<file path="config.mk">
export PLATFORM = sky130hd
export DESIGN_NAME = ps2_direction_rx
export DESIGN_NICKNAME = d
export VERILOG_FILES = /design/src/rtl/ps2_direction_rx.sv
export SDC_FILE = /design/constraint.sdc
export NUM_CORES = 1
export LEC_CHECK = 0
export CORE_MARGIN = 8
export CORE_UTILIZATION = 30
export DETAILED_ROUTE_END_ITERATION = 8
export GPL_TIMING_DRIVEN = 0
export SYNTH_ARGS = -nofsm -noshare
export SYNTH_HDL_FRONTEND = slang
export SYNTH_SLANG_ARGS = --single-unit
</file>
<file path="constraint.sdc">
create_clock -name clk -period 5.6 [get_ports clk]
set_input_delay 0.56 -clock clk [delete_from_list [all_inputs] [get_ports clk]]
set_output_delay 0.56 -clock clk [all_outputs]
set_load 0.02 [all_outputs]
</file>
<file path="src/rtl/ps2_direction_rx.sv">
// PS/2 device-to-host receiver for the snake game keyboard.
// Synchronizes and deglitches the pad lines, deframes 11-bit PS/2 frames,
// absorbs E0/F0 prefixes and maps arrow/WASD make codes to a direction.
// Optional frame watchdog: define PS2_WATCHDOG_EN.
//
// Ports:
//   clk          system clock (100 MHz)
//   reset        asynchronous active-high reset
//   ps2_clk      raw PS/2 clock from the pad
//   ps2_data     raw PS/2 data from the pad
//   scan_code    last final code (prefixes excluded)
//   scan_valid   1-cycle pulse when scan_code and flags update
//   is_extended  E0 preceded the current scan_code
//   is_break     F0 preceded the current scan_code
//   frame_err    1-cycle pulse on parity, stop-bit or timeout error
//   direction    00 up, 01 right, 10 down, 11 left
//   dir_valid    1-cycle pulse when direction is written
module ps2_direction_rx #(
    parameter int unsigned SYNC_STAGES    = 2,
    parameter int unsigned FILTER_LEN     = 8,
    parameter int unsigned TIMEOUT_CYCLES = 100000
) (
    input  logic       clk,
    input  logic       reset,
    input  logic       ps2_clk,
    input  logic       ps2_data,
    output logic [7:0] scan_code,
    output logic       scan_valid,
    output logic       is_extended,
    output logic       is_break,
    output logic       frame_err,
    output logic [1:0] direction,
    output logic       dir_valid
);

    localparam int unsigned FCNT_W = $clog2(FILTER_LEN + 1);

    typedef enum logic [1:0] {S_IDLE, S_DATA, S_PARITY, S_STOP} state_t;

    if (SYNC_STAGES < 2 || FILTER_LEN < 2 || TIMEOUT_CYCLES < 2) begin : g_bad_params
        $error("ps2_direction_rx: parameter out of range");
    end

    // Input synchronizers; idle PS/2 lines are high.
    logic [SYNC_STAGES-1:0] clk_sync;
    logic [SYNC_STAGES-1:0] data_sync;
    logic                   clk_s;
    logic                   data_s;

    always_ff @(posedge clk or posedge reset) begin
        if (reset) begin
            clk_sync  <= '1;
            data_sync <= '1;
        end else begin
            clk_sync  <= {clk_sync[SYNC_STAGES-2:0], ps2_clk};
            data_sync <= {data_sync[SYNC_STAGES-2:0], ps2_data};
        end
    end

    assign clk_s  = clk_sync[SYNC_STAGES-1];
    assign data_s = data_sync[SYNC_STAGES-1];

    // Glitch filter: counts consecutive samples that disagree with the filtered clock.
    logic              clk_filt;
    logic [FCNT_W-1:0] filt_cnt;
    logic              fall;

    always_ff @(posedge clk or posedge reset) begin
        if (reset) begin
            clk_filt <= 1'b1;
            filt_cnt <= '0;
            fall     <= 1'b0;
        end else begin
            fall <= 1'b0;
            if (clk_s == clk_filt) begin
                filt_cnt <= '0;
            end else if (filt_cnt == FCNT_W'(FILTER_LEN - 1)) begin
                clk_filt <= clk_s;
                filt_cnt <= '0;
                fall     <= clk_filt;
            end else begin
                filt_cnt <= filt_cnt + FCNT_W'(1);
            end
        end
    end

    // {hit, direction} for a final code with its extended flag.
    function automatic logic [2:0] map_dir(input logic ext, input logic [7:0] code);
        logic [2:0] r;
        r = 3'b000;
        if (ext) begin
            case (code)
                8'h75:   r = 3'b100;
                8'h74:   r = 3'b101;
                8'h72:   r = 3'b110;
                8'h6B:   r = 3'b111;
                default: r = 3'b000;
            endcase
        end else begin
            case (code)
                8'h1D:   r = 3'b100;
                8'h23:   r = 3'b101;
                8'h1B:   r = 3'b110;
                8'h1C:   r = 3'b111;
                default: r = 3'b000;
            endcase
        end
        return r;
    endfunction

    state_t     state, state_n;
    logic [2:0] bit_cnt, bit_cnt_n;
    logic [7:0] shift, shift_n;
    logic       parity_ok, parity_ok_n;
    logic       ext_flag, ext_n;
    logic       brk_flag, brk_n;
    logic [7:0] scan_code_n;
    logic       scan_valid_n, is_ext_n, is_brk_n, frame_err_n, dir_valid_n;
    logic [1:0] direction_n;
    logic [2:0] hit_dir;
    logic       wd_expire;

`ifdef PS2_WATCHDOG_EN
    localparam int unsigned WD_W = $clog2(TIMEOUT_CYCLES);
    logic [WD_W-1:0] wd_cnt;

    assign wd_expire = (state != S_IDLE) && (wd_cnt == WD_W'(TIMEOUT_CYCLES - 1));

    // Frame watchdog: measures the gap since the last filtered edge.
    always_ff @(posedge clk or posedge reset) begin
        if (reset) begin
            wd_cnt <= '0;
        end else if (state == S_IDLE || fall || wd_expire) begin
            wd_cnt <= '0;
        end else begin
            wd_cnt <= wd_cnt + WD_W'(1);
        end
    end
`else
    assign wd_expire = 1'b0;
`endif

    // State and output registers.
    always_ff @(posedge clk or posedge reset) begin
        if (reset) begin
            state       <= S_IDLE;
            bit_cnt     <= '0;
            shift       <= '0;
            parity_ok   <= 1'b0;
            ext_flag    <= 1'b0;
            brk_flag    <= 1'b0;
            scan_code   <= 8'h00;
            scan_valid  <= 1'b0;
            is_extended <= 1'b0;
            is_break    <= 1'b0;
            frame_err   <= 1'b0;
            direction   <= 2'b01;
            dir_valid   <= 1'b0;
        end else begin
            state       <= state_n;
            bit_cnt     <= bit_cnt_n;
            shift       <= shift_n;
            parity_ok   <= parity_ok_n;
            ext_flag    <= ext_n;
            brk_flag    <= brk_n;
            scan_code   <= scan_code_n;
            scan_valid  <= scan_valid_n;
            is_extended <= is_ext_n;
            is_break    <= is_brk_n;
            frame_err   <= frame_err_n;
            direction   <= direction_n;
            dir_valid   <= dir_valid_n;
        end
    end

    // Deframing, prefix absorption and direction mapping.
    always_comb begin
        state_n      = state;
        bit_cnt_n    = bit_cnt;
        shift_n      = shift;
        parity_ok_n  = parity_ok;
        ext_n        = ext_flag;
        brk_n        = brk_flag;
        scan_code_n  = scan_code;
        is_ext_n     = is_extended;
        is_brk_n     = is_break;
        direction_n  = direction;
        scan_valid_n = 1'b0;
        dir_valid_n  = 1'b0;
        frame_err_n  = 1'b0;
        hit_dir      = map_dir(ext_flag, shift);

        if (wd_expire) begin
            state_n     = S_IDLE;
            ext_n       = 1'b0;
            brk_n       = 1'b0;
            frame_err_n = 1'b1;
        end else if (fall) begin
            case (state)
                S_IDLE: begin
                    // A high data line here is a stray edge, not a start bit.
                    if (!data_s) begin
                        state_n   = S_DATA;
                        bit_cnt_n = 3'd0;
                    end
                end
                S_DATA: begin
                    shift_n   = {data_s, shift[7:1]};
                    bit_cnt_n = bit_cnt + 3'd1;
                    if (bit_cnt == 3'd7) begin
                        state_n = S_PARITY;
                    end
                end
                S_PARITY: begin
                    parity_ok_n = ^{shift, data_s};
                    state_n     = S_STOP;
                end
                S_STOP: begin
                    state_n = S_IDLE;
                    if (data_s && parity_ok) begin
                        if (shift == 8'hE0) begin
                            ext_n = 1'b1;
                        end else if (shift == 8'hF0) begin
                            brk_n = 1'b1;
                        end else begin
                            scan_code_n  = shift;
                            is_ext_n     = ext_flag;
                            is_brk_n     = brk_flag;
                            scan_valid_n = 1'b1;
                            ext_n        = 1'b0;
                            brk_n        = 1'b0;
                            if (!brk_flag && hit_dir[2]) begin
                                direction_n = hit_dir[1:0];
                                dir_valid_n = 1'b1;
                            end
                        end
                    end else begin
                        frame_err_n = 1'b1;
                        ext_n       = 1'b0;
                        brk_n       = 1'b0;
                    end
                end
                default: state_n = S_IDLE;
            endcase
        end
    end

endmodule

</file>
* Word-level counts from Yosys, hierarchy flattened *
Cells that the tools add are included.

word-level totals
  word-level logic and storage cells = 90
  flip-flop bits (word level) = 41
  bits of input ports = 4
  output and inout port bits = 15

operators by class
  eq/ne operators = 20
  muxes and demuxes = 32
  bitwise logic cells = 3
  reductions and logical operators = 15
  $add $sub $neg = 2

operators with widths
  kind                                                                    count
  8-bit by 7-bit equality test with 1-bit output (second input constant)  4
  8-bit by 5-bit equality test with 1-bit output (second input constant)  3
  3-bit one-hot mux with 4 select lines                                   2
  1-bit two-way mux                                                       22
  8-bit equality test (second input constant)                             2
  3-bit AND reduction                                                     4
  9-bit parity                                                            1
  8-bit by 6-bit equality test with 1-bit output (second input constant)  1
  4-bit two-way mux                                                       2
  2-bit one-hot mux with 4 select lines                                   1
  3-bit two-way mux                                                       2
  2-bit inequality test (second input constant)                           3
  3-bit one-hot mux with 2 select lines                                   1
  2-bit AND reduction                                                     3
  6-bit AND reduction                                                     1
  5-bit AND reduction                                                     1
  4-bit by 1-bit adder with 4-bit output (second input constant)          1
  2-bit equality test (second input constant)                             2
  4-bit by 3-bit equality test with 1-bit output (second input constant)  1
  2-bit two-way mux                                                       2
  3-bit by 1-bit adder with 3-bit output (second input constant)          1
  3-bit equality test (second input constant)                             1
  3-bit inequality test (second input constant)                           1
  1-bit inverter                                                          3
  6 further kinds                                                         7

* Longest topological paths before layout *
  word-level depth = 10
  depth in mapped cells = 6
  gate-level depth less buffers = 6

* Least setup slack after synthesis *
Ideal clock, no wire load.

  kind = reg-to-reg
  start = register shift[4]
  end = register direction[1]
  data required time = 5,475 ps
  period minus slack after synthesis = 1,981 ps
  buffers on the path = 1
  path slack = 3,619 ps
  library setup time = 125 ps
  data arrival time = 1,856 ps
  cell stages (with the launch flop) = 7
  cell sequence = dfrtp_1 -> buf_4 -> or3b_1 -> and2_1 -> o41ai_2 -> and4b_4 -> mux2_4

between the ends
  word-level cells in the longest chain between the ends = 5

RTL lines
  what                                                                    line     source
  start, declared                                                         113      logic [7:0] shift, shift_n;
  start signal, assigned                                                  162      shift <= shift_n;
  8-bit by 5-bit equality test with 1-bit output (tied with other cells)  100      case (code)
  3-bit one-hot mux with 4 select lines, on equally long branches         100, 92
  3-bit two-way mux                                                       91       if (ext) begin
  1-bit logical AND                                                       232      if (!brk_flag && hit_dir[2]) begin
  6-bit AND reduction (no line)                                           -
  end signal, assigned                                                    171      direction <= direction_n;
  end, declared                                                           32       output logic [1:0] direction,

Several ways; a longest one is shown, not always the timed one.
A chain may end at the register's enable or synchronous reset.

* Final worst setup path *
Same ends and word-level chain as after synthesis.

==> metrics.md <==
| Metric | Value |
|---|---|
| Status | finished, final reports clean |
| Hold Buf Count CTS | 0 |
| Vert. Die Dim | 96.0 microns |
| Gr ovfl total | 0 |
| Layout cell share with drive strength beyond 1 | 26.3% |
| Final Hold Viols | 0 |
| Synth top area share | 45.6% |
| Fin Clk Skew | 5.91 ps |
| CTS Buf Count | 5 |
| Postcts setup bufs | 0 |
| Max Clk Rate | 0.481 GHz |
| Unique masters post-synth | 38 |
| CTS max path bufs | 2 |
| Mapped Avg Cell Area | 12.5 sq um |
| RSZ-0062 raised after global routing | no |
| Post-DP HPWL | 2.32 mm |
| Clock share of power | 35.7% |
| CP max stage cell | dfrtp_1 |
| Worst Path Class, Setup | reg -> reg |
| Core Box Area | 0.00628 sq mm |
| Via/cell ratio | 4.68 |
| Worst VDD drop | 0.226 mV |
| Total number of H-tree levels | 2 |
| WL final | 3.32 mm |
| DRT iter0 DRCs | 39 |
| Worst-Margin Slew | 823 ps |
| Worst relative slew slack | 45.0% |
| I/O pin count | 19 |
| Die ar. | 0.00921 sq mm |
| Critical Path AT | 2260 ps |
| Gr usage total | 8.10% |
| Clk sinks | 41 |
| # setup viols final | 0 |
| Psw | 0.138 mW |
| Post-detailed-route wirelength per cell | 12.9 microns |
| Clock Latency Late Sink | 290 ps |
| Clk pin slew, worst setup/hold paths | 80 ps |
| Area contributors post-synth | dfrtp_1 46%, mux2_2 11%, dfstp_2 8.2% |
| # resized after CTS | 0 |
| Power Internal | 0.419 mW |
| Yosys reg bits | 41 |
| Number of global-route vias before repair | 1,273 |
| PortBufs | 18 |
| Pwr per Cell Area | 244 mW/mm^2 |
| Cell Rows | 29 |
| Place WS | 3530 ps |
| Switch share | 24.8% |
| Pin count of the biggest net entering global routing | 42 |
| Cell taking the most area after synthesis | dfrtp_1 |
| GPL Wtd Cong | 0.783 |
| Initial antenna violation count | 0 |
| Die width | 96.0 microns |
| Setup Total Neg Slack | 0 ps |
| Cells after synthesis | 153 |
| Worst Hold Class | reg -> reg |
| First-pass GRT wire length | 5.82 mm |
| PnR worst setup slack | 3520 ps |
| Ys async rst share | 100% |
| Gate power share | 6.5% |
| Worst path cell trace | buf_4, or3b_1, and2_1, o41ai_2, and4b_4, mux2_4 |
| Nets | 189 |
| Vias | 1,197 |
| Max-slew violations | 0 |
| Tmin final | 2080 ps |
| Area Growth Syn to Fin | 19.1% |
| DRT Pass-1 Iters | 4 |
| Ys Warns | 0 |
| Worst-path maximum fanout | 10 |
| Top FF cell, synth | dfrtp_1 |
| CTS root buf | clkbuf_8 |
| CTS tree | done |
| Fin crit share | 37.1% |
| Setup crit end kind | flop |
| Syn nets | 164 |
| WP data required | 5790 ps |
| CP startpoint kind | flop |
| Largest stage delay on the critical path | 380 ps |
| Residual DRC | 0 |
| Starting density of the core | 30.6% |
| Post-synth EDFFs | 0 |
| Mapped cell area | 0.00192 sq mm |
| Leak | 1.01 nW |
| Inserted Diodes | 0 |
| Seq/Total Area, Yosys | 53.8% |
| DRT antenna net count | 0 |
| Seq pwr share | 57.8% |
| Filler instances | 604 |
| Max Cap Violations | 0 |
layer usage:
layer | track usage [%] | vias up | wire length [microns]
met4 | 3.07 | 0 | 34
met5 | 0 | - | 0
li1 | - | 587 | -
met1 | 9.85 | 581 | 1620
met3 | 2.81 | 5 | 173
met2 | 12.9 | 24 | 1490
per-stage QoR:
stage,power [mW],hold slack [ps],cells,util [%],area (sq um)
3_3_place_gp,0.364,346,248,35.0,2200
3_5_place_dp,0.365,348,248,35.0,2200
6_report,0.557,360,256,36.4,2290
4_1_cts,0.564,359,256,36.4,2290
2_1_floorplan,0.355,345,153,-,1920
5_1_grt,0.584,356,256,36.4,2290
layout by cell type, fill, tap and decap left out, types with 4 or more instances in the layout:
cell             Yosys  routed
a21oi_1              4       4
clkbuf_8             0       5
clkdlybuf4s50_1      0      18
dfrtp_1             35      35
dfstp_2              6       6
ha_1                 7       7
mux2_2              19      19
nand2_1              9       9
nor2_1              10      10
o21ai_0              4       4
xnor2_1              9       9
layout make-up:
cell class / instances / area [sq um] / area share (%)
sequential: 41 / 1030 / 45.2
timing repair buffer: 18 / 180 / 7.88
multi-input combinational: 102 / 823 / 36.0
clock inverter: 3 / 21.3 / 0.930
inverter: 4 / 15.0 / 0.657
buffer: 6 / 47.5 / 2.08
tap: 77 / 96.3 / 4.21
clock buffer: 5 / 68.8 / 3.01
cell families (layout without fill, tap and decap cells):
family,after synthesis,after routing,share of synthesized area (%)
multiplexers,22,22,13.5
flip-flops,41,41,53.8
adder cells (fa/ha/maj),7,7,4.56
AO/OA/AOI/OAI,21,21,7.69
buffers and inverters,10,36,3.26
XOR/XNOR,10,10,4.56
AND/OR/NAND/NOR,42,42,12.6
Yosys cell counts (all sizes together) (2+ instances only):
library cell	number
nand3b	3
nand2b	2
and2	2
mux2	22
nor3	4
o21ai	4
nand2	9
or3b	2
buf	6
xnor2	9
a21oi	4
inv	4
a31oi	3
nor2	10
dfstp	6
nor2b	3
or4b	2
o22ai	2
ha	7
a32o	2
dfrtp	35
worst max-delay path, delay by kind of cell (launching register included):
kind	cells	cell delay, ps
multiplexers	1	300
AND/OR/NAND/NOR	3	850
flip-flops	1	380
buffers and inverters	1	170
AO/OA/AOI/OAI	1	280
power groups by stage:
stage	Clock (mW)	Sequential (mW)	Combinational (mW)
2_1_floorplan	0	0.326	0.0293
3_3_place_gp	0	0.328	0.0362
3_5_place_dp	0	0.327	0.0371
4_1_cts	0.205	0.322	0.0373
5_1_grt	0.216	0.325	0.0425
6_report	0.199	0.322	0.0364
path summary, 6_finish.rpt:
path	startpoint	slack [ps]	cells past startpoint	to
max in group asynchronous	reset	4340	2	scan_code[3]
min in group asynchronous	reset	740	2	bit_cnt[1]
max	shift[4]	3520	6	direction[1]
min	clk_sync[0]	360	0	clk_sync[1]
max reg2reg	shift[4]	3520	6	direction[1]
min reg2reg	clk_sync[0]	360	0	clk_sync[1]
flip-flops by register name, summed over array words and instances (netlist names):
register and cells:
data_sync 2, direction 2, dir_valid 1, scan_code 8, bit_cnt 3, frame_err 1
clk_filt 1, scan_valid 1, fall 1, clk_sync 2, is_extended 1, state 2
ext_flag 1, brk_flag 1, shift 8, parity_ok 1, filt_cnt 4, is_break 1
Power figures use the tool's default switching activity.
